**config.mk**
```make
export PLATFORM = sky130hd
export DESIGN_NAME = mole_generator
export DESIGN_NICKNAME = d
export VERILOG_FILES = /design/src/rtl/whackamole_pkg.sv /design/src/rtl/mole_lfsr.sv /design/src/rtl/mole_generator.sv
export SDC_FILE = /design/constraint.sdc
export NUM_CORES = 1
export LEC_CHECK = 0
export ABC_AREA = 1
export ABC_CLOCK_PERIOD_IN_PS = 6100
export CAP_MARGIN = 20
export CORE_MARGIN = 2
export CORE_UTILIZATION = 45
export CTS_CLUSTER_SIZE = 25
export DETAILED_ROUTE_END_ITERATION = 10
export PLACE_DENSITY = 0.63
export SYNTH_ARGS = -nofsm -noshare
export SYNTH_HDL_FRONTEND = slang
export SYNTH_SLANG_ARGS = --single-unit
```
**constraint.sdc**
```tcl
create_clock -name clk -period 6.1 [get_ports clk]
set_input_delay 0.61 -clock clk [delete_from_list [all_inputs] [get_ports clk]]
set_output_delay 0.61 -clock clk [all_outputs]
set_load 0.01 [all_outputs]
```
**src/rtl/whackamole_pkg.sv**
```systemverilog
// Shared types and constants for the whack-a-mole mole generator and its LFSR.
package whackamole_pkg;

    typedef enum logic [1:0] {
        ST_IDLE = 2'd0,
        ST_GAP  = 2'd1,
        ST_SHOW = 2'd2
    } mole_state_t;

    localparam logic [7:0] LFSR_SEED = 8'hA5;

    localparam int DEF_NUM_HOLES   = 5;
    localparam int DEF_PERIOD_INIT = 1000;
    localparam int DEF_PERIOD_MIN  = 250;
    localparam int DEF_PERIOD_STEP = 50;
    localparam int DEF_GAP_CYCLES  = 100;

    // Bits needed to hold 0..maxVal.
    function automatic int cntWidth(input int maxVal);
        return (maxVal < 2) ? 1 : $clog2(maxVal + 1);
    endfunction

    // Random value folded into the hole range; on a repeat of the previous
    // hole, step to the next value so consecutive moles always differ.
    function automatic logic [2:0] nextMolePos(input logic [7:0] value,
                                               input logic [2:0] prev,
                                               input int holes);
        int a;
        int b;
        a = int'(value) % holes;
        b = (int'(value) + 1) % holes;
        return (3'(a) == prev) ? 3'(b) : 3'(a);
    endfunction

endpackage

```
**src/rtl/mole_lfsr.sv**
```systemverilog
// Free-running 8-bit maximal-length Fibonacci LFSR (x^8+x^6+x^5+x^4+1).
module mole_lfsr
    import whackamole_pkg::*;
(
    input  logic       clk,
    input  logic       rst,
    output logic [7:0] value
);

    logic [7:0] r_lfsr;
    logic       w_feedback;

    assign w_feedback = r_lfsr[7] ^ r_lfsr[5] ^ r_lfsr[4] ^ r_lfsr[3];

    // Non-zero seed keeps the register out of the all-zero lock-up state.
    always_ff @(posedge clk or negedge rst) begin
        if (!rst) begin
            r_lfsr <= LFSR_SEED;
        end else begin
            r_lfsr <= {r_lfsr[6:0], w_feedback};
        end
    end

    assign value = r_lfsr;

endmodule

```
**src/rtl/mole_generator.sv**
```systemverilog
// Whack-a-mole mole sequencer: IDLE -> GAP -> SHOW loop with random, non-repeating holes.
// Define MOLE_SPEEDUP_EN to shorten the visible time by PERIOD_STEP on every hit.
module mole_generator
    import whackamole_pkg::*;
#(
    parameter int NUM_HOLES   = DEF_NUM_HOLES,
    parameter int PERIOD_INIT = DEF_PERIOD_INIT,
    parameter int PERIOD_MIN  = DEF_PERIOD_MIN,
    parameter int PERIOD_STEP = DEF_PERIOD_STEP,
    parameter int GAP_CYCLES  = DEF_GAP_CYCLES
) (
    input  logic       clk,
    input  logic       rst,
    input  logic       game_en,
    input  logic       guess_correct,
    output logic [2:0] mole_pos,
    output logic       mole_change,
    output logic       mole_active,
    output logic       mole_timeout
);

    localparam int PW       = cntWidth(PERIOD_INIT);
    localparam int GW       = cntWidth(GAP_CYCLES);
    localparam int GAP_LAST = (GAP_CYCLES > 0) ? GAP_CYCLES - 1 : 0;

    mole_state_t r_state;
    mole_state_t w_nextState;

    logic [GW-1:0] r_gapCnt;
    logic [GW-1:0] w_gapNext;
    logic [PW-1:0] r_visCnt;
    logic [PW-1:0] w_visNext;
    logic [PW-1:0] w_period;
    logic [2:0]    r_molePos;
    logic [2:0]    w_posNext;
    logic [2:0]    w_newPos;
    logic          r_moleChange;
    logic          w_changeNext;
    logic          r_moleTimeout;
    logic          w_timeoutNext;
    logic [7:0]    w_lfsr;

    mole_lfsr u_lfsr (
        .clk   (clk),
        .rst   (rst),
        .value (w_lfsr)
    );

    assign w_newPos = nextMolePos(w_lfsr, r_molePos, NUM_HOLES);

`ifdef MOLE_SPEEDUP_EN
    logic [PW-1:0] r_period;
    logic          w_hit;

    assign w_hit = game_en && (r_state == ST_SHOW) && guess_correct;

    // A hit ends the current SHOW, so the shortened period only matters from the next one.
    always_ff @(posedge clk or negedge rst) begin
        if (!rst) begin
            r_period <= PW'(PERIOD_INIT);
        end else if (w_hit) begin
            if (int'(r_period) >= PERIOD_MIN + PERIOD_STEP) begin
                r_period <= r_period - PW'(PERIOD_STEP);
            end else begin
                r_period <= PW'(PERIOD_MIN);
            end
        end
    end

    assign w_period = r_period;
`else
    assign w_period = PW'(PERIOD_INIT);
`endif

    // Dropping game_en overrides everything; a hit beats a same-cycle expiry.
    always_comb begin
        w_nextState   = r_state;
        w_gapNext     = r_gapCnt;
        w_visNext     = r_visCnt;
        w_posNext     = r_molePos;
        w_changeNext  = 1'b0;
        w_timeoutNext = 1'b0;
        if (!game_en) begin
            w_nextState = ST_IDLE;
        end else begin
            case (r_state)
                ST_IDLE: begin
                    w_nextState = ST_GAP;
                    w_gapNext   = '0;
                end
                ST_GAP: begin
                    if (r_gapCnt == GW'(GAP_LAST)) begin
                        w_nextState  = ST_SHOW;
                        w_posNext    = w_newPos;
                        w_changeNext = 1'b1;
                        w_visNext    = '0;
                    end else begin
                        w_gapNext = r_gapCnt + GW'(1);
                    end
                end
                ST_SHOW: begin
                    if (guess_correct) begin
                        w_nextState = ST_GAP;
                        w_gapNext   = '0;
                    end else if (r_visCnt == w_period - PW'(1)) begin
                        w_nextState   = ST_GAP;
                        w_gapNext     = '0;
                        w_timeoutNext = 1'b1;
                    end else begin
                        w_visNext = r_visCnt + PW'(1);
                    end
                end
                default: begin
                    w_nextState = ST_IDLE;
                end
            endcase
        end
    end

    always_ff @(posedge clk or negedge rst) begin
        if (!rst) begin
            r_state       <= ST_IDLE;
            r_gapCnt      <= '0;
            r_visCnt      <= '0;
            r_molePos     <= '0;
            r_moleChange  <= 1'b0;
            r_moleTimeout <= 1'b0;
        end else begin
            r_state       <= w_nextState;
            r_gapCnt      <= w_gapNext;
            r_visCnt      <= w_visNext;
            r_molePos     <= w_posNext;
            r_moleChange  <= w_changeNext;
            r_moleTimeout <= w_timeoutNext;
        end
    end

    assign mole_pos     = r_molePos;
    assign mole_change  = r_moleChange;
    assign mole_timeout = r_moleTimeout;
    assign mole_active  = (r_state == ST_SHOW);

endmodule

```
==> reports/metrics.cfg, run 1 <==
[setup_path]
reg2reg_from = u_lfsr.value[0]$_DFF_PN1_
cp.required_ns = 6.25
reg2reg_to = mole_pos[0]$_DFFE_PN0P_
crit_fanout = 10
cp_top_family = simple AND/OR/NAND/NOR gates
reg2reg_depth = 35
slowest_delay_ns = 0.64
crit_type = register to register
cp-start-kind = register
critical_path.endpoint_type = register
critPathArrivalTime_ns = 5.57
critPathSlowestCell = dfstp_2
reg2reg_slack_ns = 0.68
crit_top_cell = nand2_1
cp.buffers_inverters = 3

[routing]
firstDrtPassIters = 4
wl_per_cell_um = 11.1
drt_iter0_markers = 142
drc = 0
postRouteWirelength_um = 7310
num_vias = 3268
viasPerCell = 4.94
ant_nets = 0

[global_route]
grt_antenna_before_repair = 0
grt_first_pass_wirelength_um = 13100
grt_overflow = 0
grt_use_total_pct = 18.2
grt_pass1_vias = 3142
grt_max_degree = 33

[clocking]
cts_buffer_depth = 2
hold_buffers = 0
cts_max_level = 2
cts-root-buf = clkbuf_8
post_cts_buffers = 0
cts_made_buffers = 5
tritoncts = built
ctsResizeCount = 0
clock_latency_ns = 0.28
cts_sinks = 32
clk_pin_slew_worst_paths_ns = 0.07

[synth]
synth_largest_area_cell = dfrtp_1
synth-simple-area-share_pct = 52.1
synth_seq_cells = 32
synthesis.nets = 565
synth_top_family_by_area = simple AND/OR/NAND/NOR gates
synth-compound-area-share_pct = 6.71
yosysWarningCount = 0
synthXorXnorAreaFrac_pct = 2.24
yosysSeqAreaShare_pct = 22.9
synth_area_per_cell_um2 = 6.47
synth_adder_area_share_pct = 5.68
synth_area_leaders = dfrtp_1, nand2_1, inv_1
syn_inst = 545
synth.cell_area_um2 = 3520
ys_types = 37
synth_top_area_share_pct = 19.9
muxShareOfSynthArea_pct = 0

[min_path]
holdPathEnd = u_lfsr.value[6]$_DFF_PN0_
hp-class = register to register
hp-start = u_lfsr.value[5]$_DFF_PN1_
hold_path_depth = 0

[timing]
tns_ns = 0
period_share_pct = 88.8
rsz0062_at_grt = false
hold_viol = 0
fmax_mhz = 185
slew_viol_final = 0
worst_slew_pin_slew_ns = 0.580
setup_viol = 0
skew_ns = 0.00447
max_slew_margin_pct = 61.2
fin_crit_ns = 5.42

[placement]
portBuffers = 9
post-place-cells = 653
gp_congestion = 0.830
hpwl_um = 5810
dpl_cell_area_um2 = 3730

[floorplanning]
core_area_um2 = 7650
initial_core_util_pct = 46.1
num_io_pins = 10
die_area_um2 = 8560
die_w_um = 92.5
num_rows = 32
die_h_um = 92.5

[power]
leakage_nw = 2.07
sw_frac_of_total_pct = 27.6
intPower_w = 0.000392
comb_power_share_pct = 17.3
clockPowerShare_pct = 37.2
pwr-share-seq_pct = 45.5
p_per_area_nw_per_um2 = 141
ir_drop_mv = 0.136
switchingPower_w = 0.000149

[finish]
nets = 578
fin_area_um2 = 3840
final_cells = 661
area_growth_pct = 8.95
diodes = 0
layout-drive-gt1-share_pct = 19.0

[flow_run]
maxCapViolCount = 0

[outcome]
status = finished clean

area by class of cell:
| class | count | area (um2) |
|---|---|---|
| well taps | 102 | 128 |
| clock buffers | 6 | 72.6 |
| inverters | 93 | 349 |
| clock inverters | 2 | 35.0 |
| fillers | 777 | 3810 |
| repair buffers | 10 | 97.6 |
| multi-input cells | 416 | 2350 |
| flip-flops and latches | 32 | 806 |
registers in the layout (all words and copies together), names as in the netlist:
signal	count
mole_change	1
mole_pos	3
mole_timeout	1
r_gapCnt	7
r_state	2
r_visCnt	10
u_lfsr.value	8
cells in the final DEF, fill, tap and decap left out, drive strengths merged:
master         instances
nand2                187
inv                   91
nand3                 66
nor2                  47
dfrtp                 28
nand4                 21
a21oi                 20
o21ai                 20
ha                    16
nor3                  11
clkdlybuf4s50          9
xor2                   8
nand3b                 6
clkbuf                 6
dfstp                  4
nor3b                  3
clkinv                 3
o211ai                 2
nor4                   2
and3                   2
and3b                  1
a31oi                  1
xnor2                  1
and2                   1
o21a                   1
bufinv                 1
buf                    1
layer usage:
layer | share of wire [%] | routed length, um | up-vias | global-route usage, %
li1 | - | - | 1771 | -
met1 | 48 | 3540 | 1463 | 22.6
met2 | 49 | 3590 | 28 | 33.3
met3 | 1.5 | 112 | 6 | 2.28
met4 | 0.89 | 65 | 0 | 4.48
met5 | 0 | 0 | - | 0
synth_stat cells (all sizes together):
cell type,count
a21oi,20
a31oi,1
and2,1
and3,2
and3b,1
buf,2
clkbuf,2
clkinv,2
dfrtp,28
dfstp,4
ha,16
inv,91
nand2,187
nand3,66
nand3b,6
nand4,21
nor2,47
nor3,11
nor3b,3
nor4,2
o211ai,2
o21a,1
o21ai,20
xnor2,1
xor2,8
cells by family (layout without fill, tap and decap cells):
family                     count (synthesis)  in the layout
and+or+nand+nor                          347            347
adders and majority gates                 16             16
xor gates and xnor gates                   9              9
AOI/OAI and AO/OA                         44             44
DFF                                       32             32
buffers and inverters                     97            111
worst max-delay path by stage:
stage	startpoint	endpoint	cells after the start
3_3_place_gp	u_lfsr.value[0]$_DFF_PN1_	mole_pos[0]$_DFFE_PN0P_	36
3_5_place_dp	u_lfsr.value[0]$_DFF_PN1_	mole_pos[0]$_DFFE_PN0P_	35
5_1_grt	u_lfsr.value[0]$_DFF_PN1_	mole_pos[0]$_DFFE_PN0P_	33
6_report	u_lfsr.value[0]$_DFF_PN1_	mole_pos[0]$_DFFE_PN0P_	35
2_1_floorplan	u_lfsr.value[0]$_DFF_PN1_	mole_pos[0]$_DFFE_PN0P_	33
4_1_cts	u_lfsr.value[0]$_DFF_PN1_	mole_pos[0]$_DFFE_PN0P_	35
power by group through the flow:
stage               logic (W)  registers (W)  clock network, W
floorplan           0.0000554       0.000251                 0
global placement    0.0000937       0.000250                 0
detailed placement  0.0000949       0.000251                 0
CTS                 0.0000952       0.000247          0.000209
global route         0.000107       0.000249          0.000217
finish              0.0000938       0.000247          0.000201
stage by stage:
step	util (%)	total power, W	worst slack (ns)	hold WS (ns)
floorplan	-	0.000306	1.46	0.314
finish	50.2	0.000542	0.681	0.447
global route	50.2	0.000573	0.0790	0.456
CTS	50.2	0.000551	0.678	0.447
global placement	48.8	0.000344	0.786	0.429
detailed placement	48.8	0.000346	0.715	0.437
(Power assumes the default switching activity.)
==> run 2, diff against run 1 <==
--- a/config.mk
+++ b/config.mk
@@ -6,7 +6,6 @@
 export NUM_CORES = 1
 export LEC_CHECK = 0
 export ABC_AREA = 1
-export ABC_CLOCK_PERIOD_IN_PS = 6100
 export CAP_MARGIN = 20
 export CORE_MARGIN = 2
 export CORE_UTILIZATION = 45
==> results of run 2 <==
The final DEF is identical to that of run 1; final timing and power are the same.
==> run 3, diff against run 2 <==
--- a/config.mk
+++ b/config.mk
@@ -7,11 +7,13 @@
 export LEC_CHECK = 0
 export ABC_AREA = 1
 export CAP_MARGIN = 20
+export CELL_PAD_IN_SITES_DETAIL_PLACEMENT = 1
+export CELL_PAD_IN_SITES_GLOBAL_PLACEMENT = 1
 export CORE_MARGIN = 2
 export CORE_UTILIZATION = 45
 export CTS_CLUSTER_SIZE = 25
 export DETAILED_ROUTE_END_ITERATION = 10
-export PLACE_DENSITY = 0.63
+export PLACE_DENSITY = 0.83
 export SYNTH_ARGS = -nofsm -noshare
 export SYNTH_HDL_FRONTEND = slang
 export SYNTH_SLANG_ARGS = --single-unit
==> reports/metrics.cfg, run 3 (synthesis results as in run 1) <==
[setup_path]
crit_type = register to register
cp_top_family = simple AND/OR/NAND/NOR gates
crit_top_cell = nand2_1
critPathArrivalTime_ns = 5.59
critical_path.endpoint_type = register
slowest_delay_ns = 0.66
reg2reg_slack_ns = 0.65
cp.buffers_inverters = 2
critPathSlowestCell = dfstp_2
crit_fanout = 10
cp.required_ns = 6.25
cp-start-kind = register

[routing]
viasPerCell = 5.17
postRouteWirelength_um = 8910
drc = 0
drt_iter0_markers = 109
num_vias = 3420
ant_nets = 0
firstDrtPassIters = 5
wl_per_cell_um = 13.5

[finish]
final_cell_mix = nand2_1, inv_1, nand3_1, nand2_2, nor2_1
layout-drive-gt1-share_pct = 18.8
diodes = 0
fin_area_um2 = 3820
largest_reg_flops = 10
post-route-util_pct = 50.0
nets = 578
area_growth_pct = 8.45
largest-register = r_visCnt
layout_commonest_cell = nand2_1

[global_route]
grt_overflow = 0
grt_max_degree = 33
grt_use_total_pct = 22.5
grt_pass1_vias = 3612
grt_antenna_before_repair = 0
grt_first_pass_wirelength_um = 16000

[floorplanning]
num_rows = 32
num_io_pins = 10
initial_core_util_pct = 46.1
die_area_um2 = 8560
die_w_um = 92.5
die_h_um = 92.5
core_area_um2 = 7650

[clocking]
cts_buffer_depth = 2
tritoncts = built
cts_made_buffers = 5
post_cts_buffers = 0
clk_pin_slew_worst_paths_ns = 0.06
clock_latency_ns = 0.28
cts_sinks = 32
cts-root-buf = clkbuf_8
cts_max_level = 2

[power]
p_per_area_nw_per_um2 = 134
leakage_nw = 2.06
clockPowerShare_pct = 32.4
switchingPower_w = 0.000149
ir_drop_mv = 0.138
intPower_w = 0.000363
sw_frac_of_total_pct = 29.1
pwr-share-seq_pct = 48.4
comb_power_share_pct = 19.3

[placement]
hpwl_um = 7380
portBuffers = 9
dpl_cell_area_um2 = 3730
gp_congestion = 0.883
detailedPlace.worstSlack_ns = 0.513

[timing]
fmax_mhz = 184
skew_ns = 0.00398
setup_viol = 0
slew_viol_final = 0
fin_crit_ns = 5.45
hold_viol = 0
period_share_pct = 89.3
finalWorstSetupSlack_ns = 0.655
tns_ns = 0
rsz0062_at_grt = false
worst_slew_pin_slew_ns = 0.586
max_slew_margin_pct = 60.8

[min_path]
hp-class = register to register

[outcome]
status = finished clean

[flow_run]
maxCapViolCount = 0

run 3: cell types whose count changed in the layout (fill, tap and decap cells not counted), sizes merged:
| cell | delta |
|---|---|
| bufinv | -1 |
| clkinv | -1 |
| clkbuf | +2 |
run 3: area by class of cell:
cell class	instances	area [um2]
timing repair buffer	10	97.6
sequential	32	806
tap	102	128
fill	1053	3820
inverter	93	349
multi-input combinational	416	2350
clock buffer	8	90.1
run 3: layer usage:
layer / routed length (um) / vias to the layer above / global-route usage [%]
li1: - / 1776 / -
met1: 4080 / 1610 / 27.9
met2: 4600 / 22 / 41.4
met3: 107 / 12 / 2.44
met4: 127 / 0 / 5.97
met5: 0 / - / 0
run 3: through the flow:
| stage | power [W] | hold WS, ns | std cells |
|---|---|---|---|
| finish | 0.000512 | 0.459 | 661 |
| global route | 0.000543 | 0.467 | 661 |
| CTS | 0.000521 | 0.459 | 661 |
| detailed placement | 0.000352 | 0.449 | 653 |
| global placement | 0.000342 | 0.431 | 653 |
| floorplan | 0.000306 | 0.314 | 545 |
run 3: power by group through the flow:
stage	clock network (W)	registers, W	logic, W
floorplan	0	0.000251	0.0000554
finish	0.000166	0.000248	0.0000987
CTS	0.000172	0.000248	0.000100
detailed placement	0	0.000252	0.0000999
global placement	0	0.000250	0.0000922
global route	0.000181	0.000250	0.000112
run 3: worst paths after layout:
path                                           startpoint                         to  cells after the start
worst max-delay path            u_lfsr.value[0]$_DFF_PN1_    mole_pos[0]$_DFFE_PN0P_                     33
worst max register to register  u_lfsr.value[0]$_DFF_PN1_    mole_pos[0]$_DFFE_PN0P_                     33
worst min register to register  u_lfsr.value[5]$_DFF_PN1_  u_lfsr.value[6]$_DFF_PN0_                      0
min in group asynchronous                             rst    mole_pos[2]$_DFFE_PN0P_                      2
worst min-delay path            u_lfsr.value[5]$_DFF_PN1_  u_lfsr.value[6]$_DFF_PN0_                      0
max in group asynchronous                             rst  u_lfsr.value[7]$_DFF_PN1_                      2
run 3: worst register-to-register path, delay by kind of cell, from the launching register on:
family                     cells  cell delay [ns]
and+or+nand+nor               22             2.60
adders and majority gates      4             0.88
AOI/OAI and AO/OA              4             0.73
DFF                            1             0.66
xor gates and xnor gates       1             0.30
buffers and inverters          2             0.15
run 3: repair_timing:
item	CTS	global route
resized for setup	0	1
hold buffers	0	0
endpoints found under the setup margin	0	3
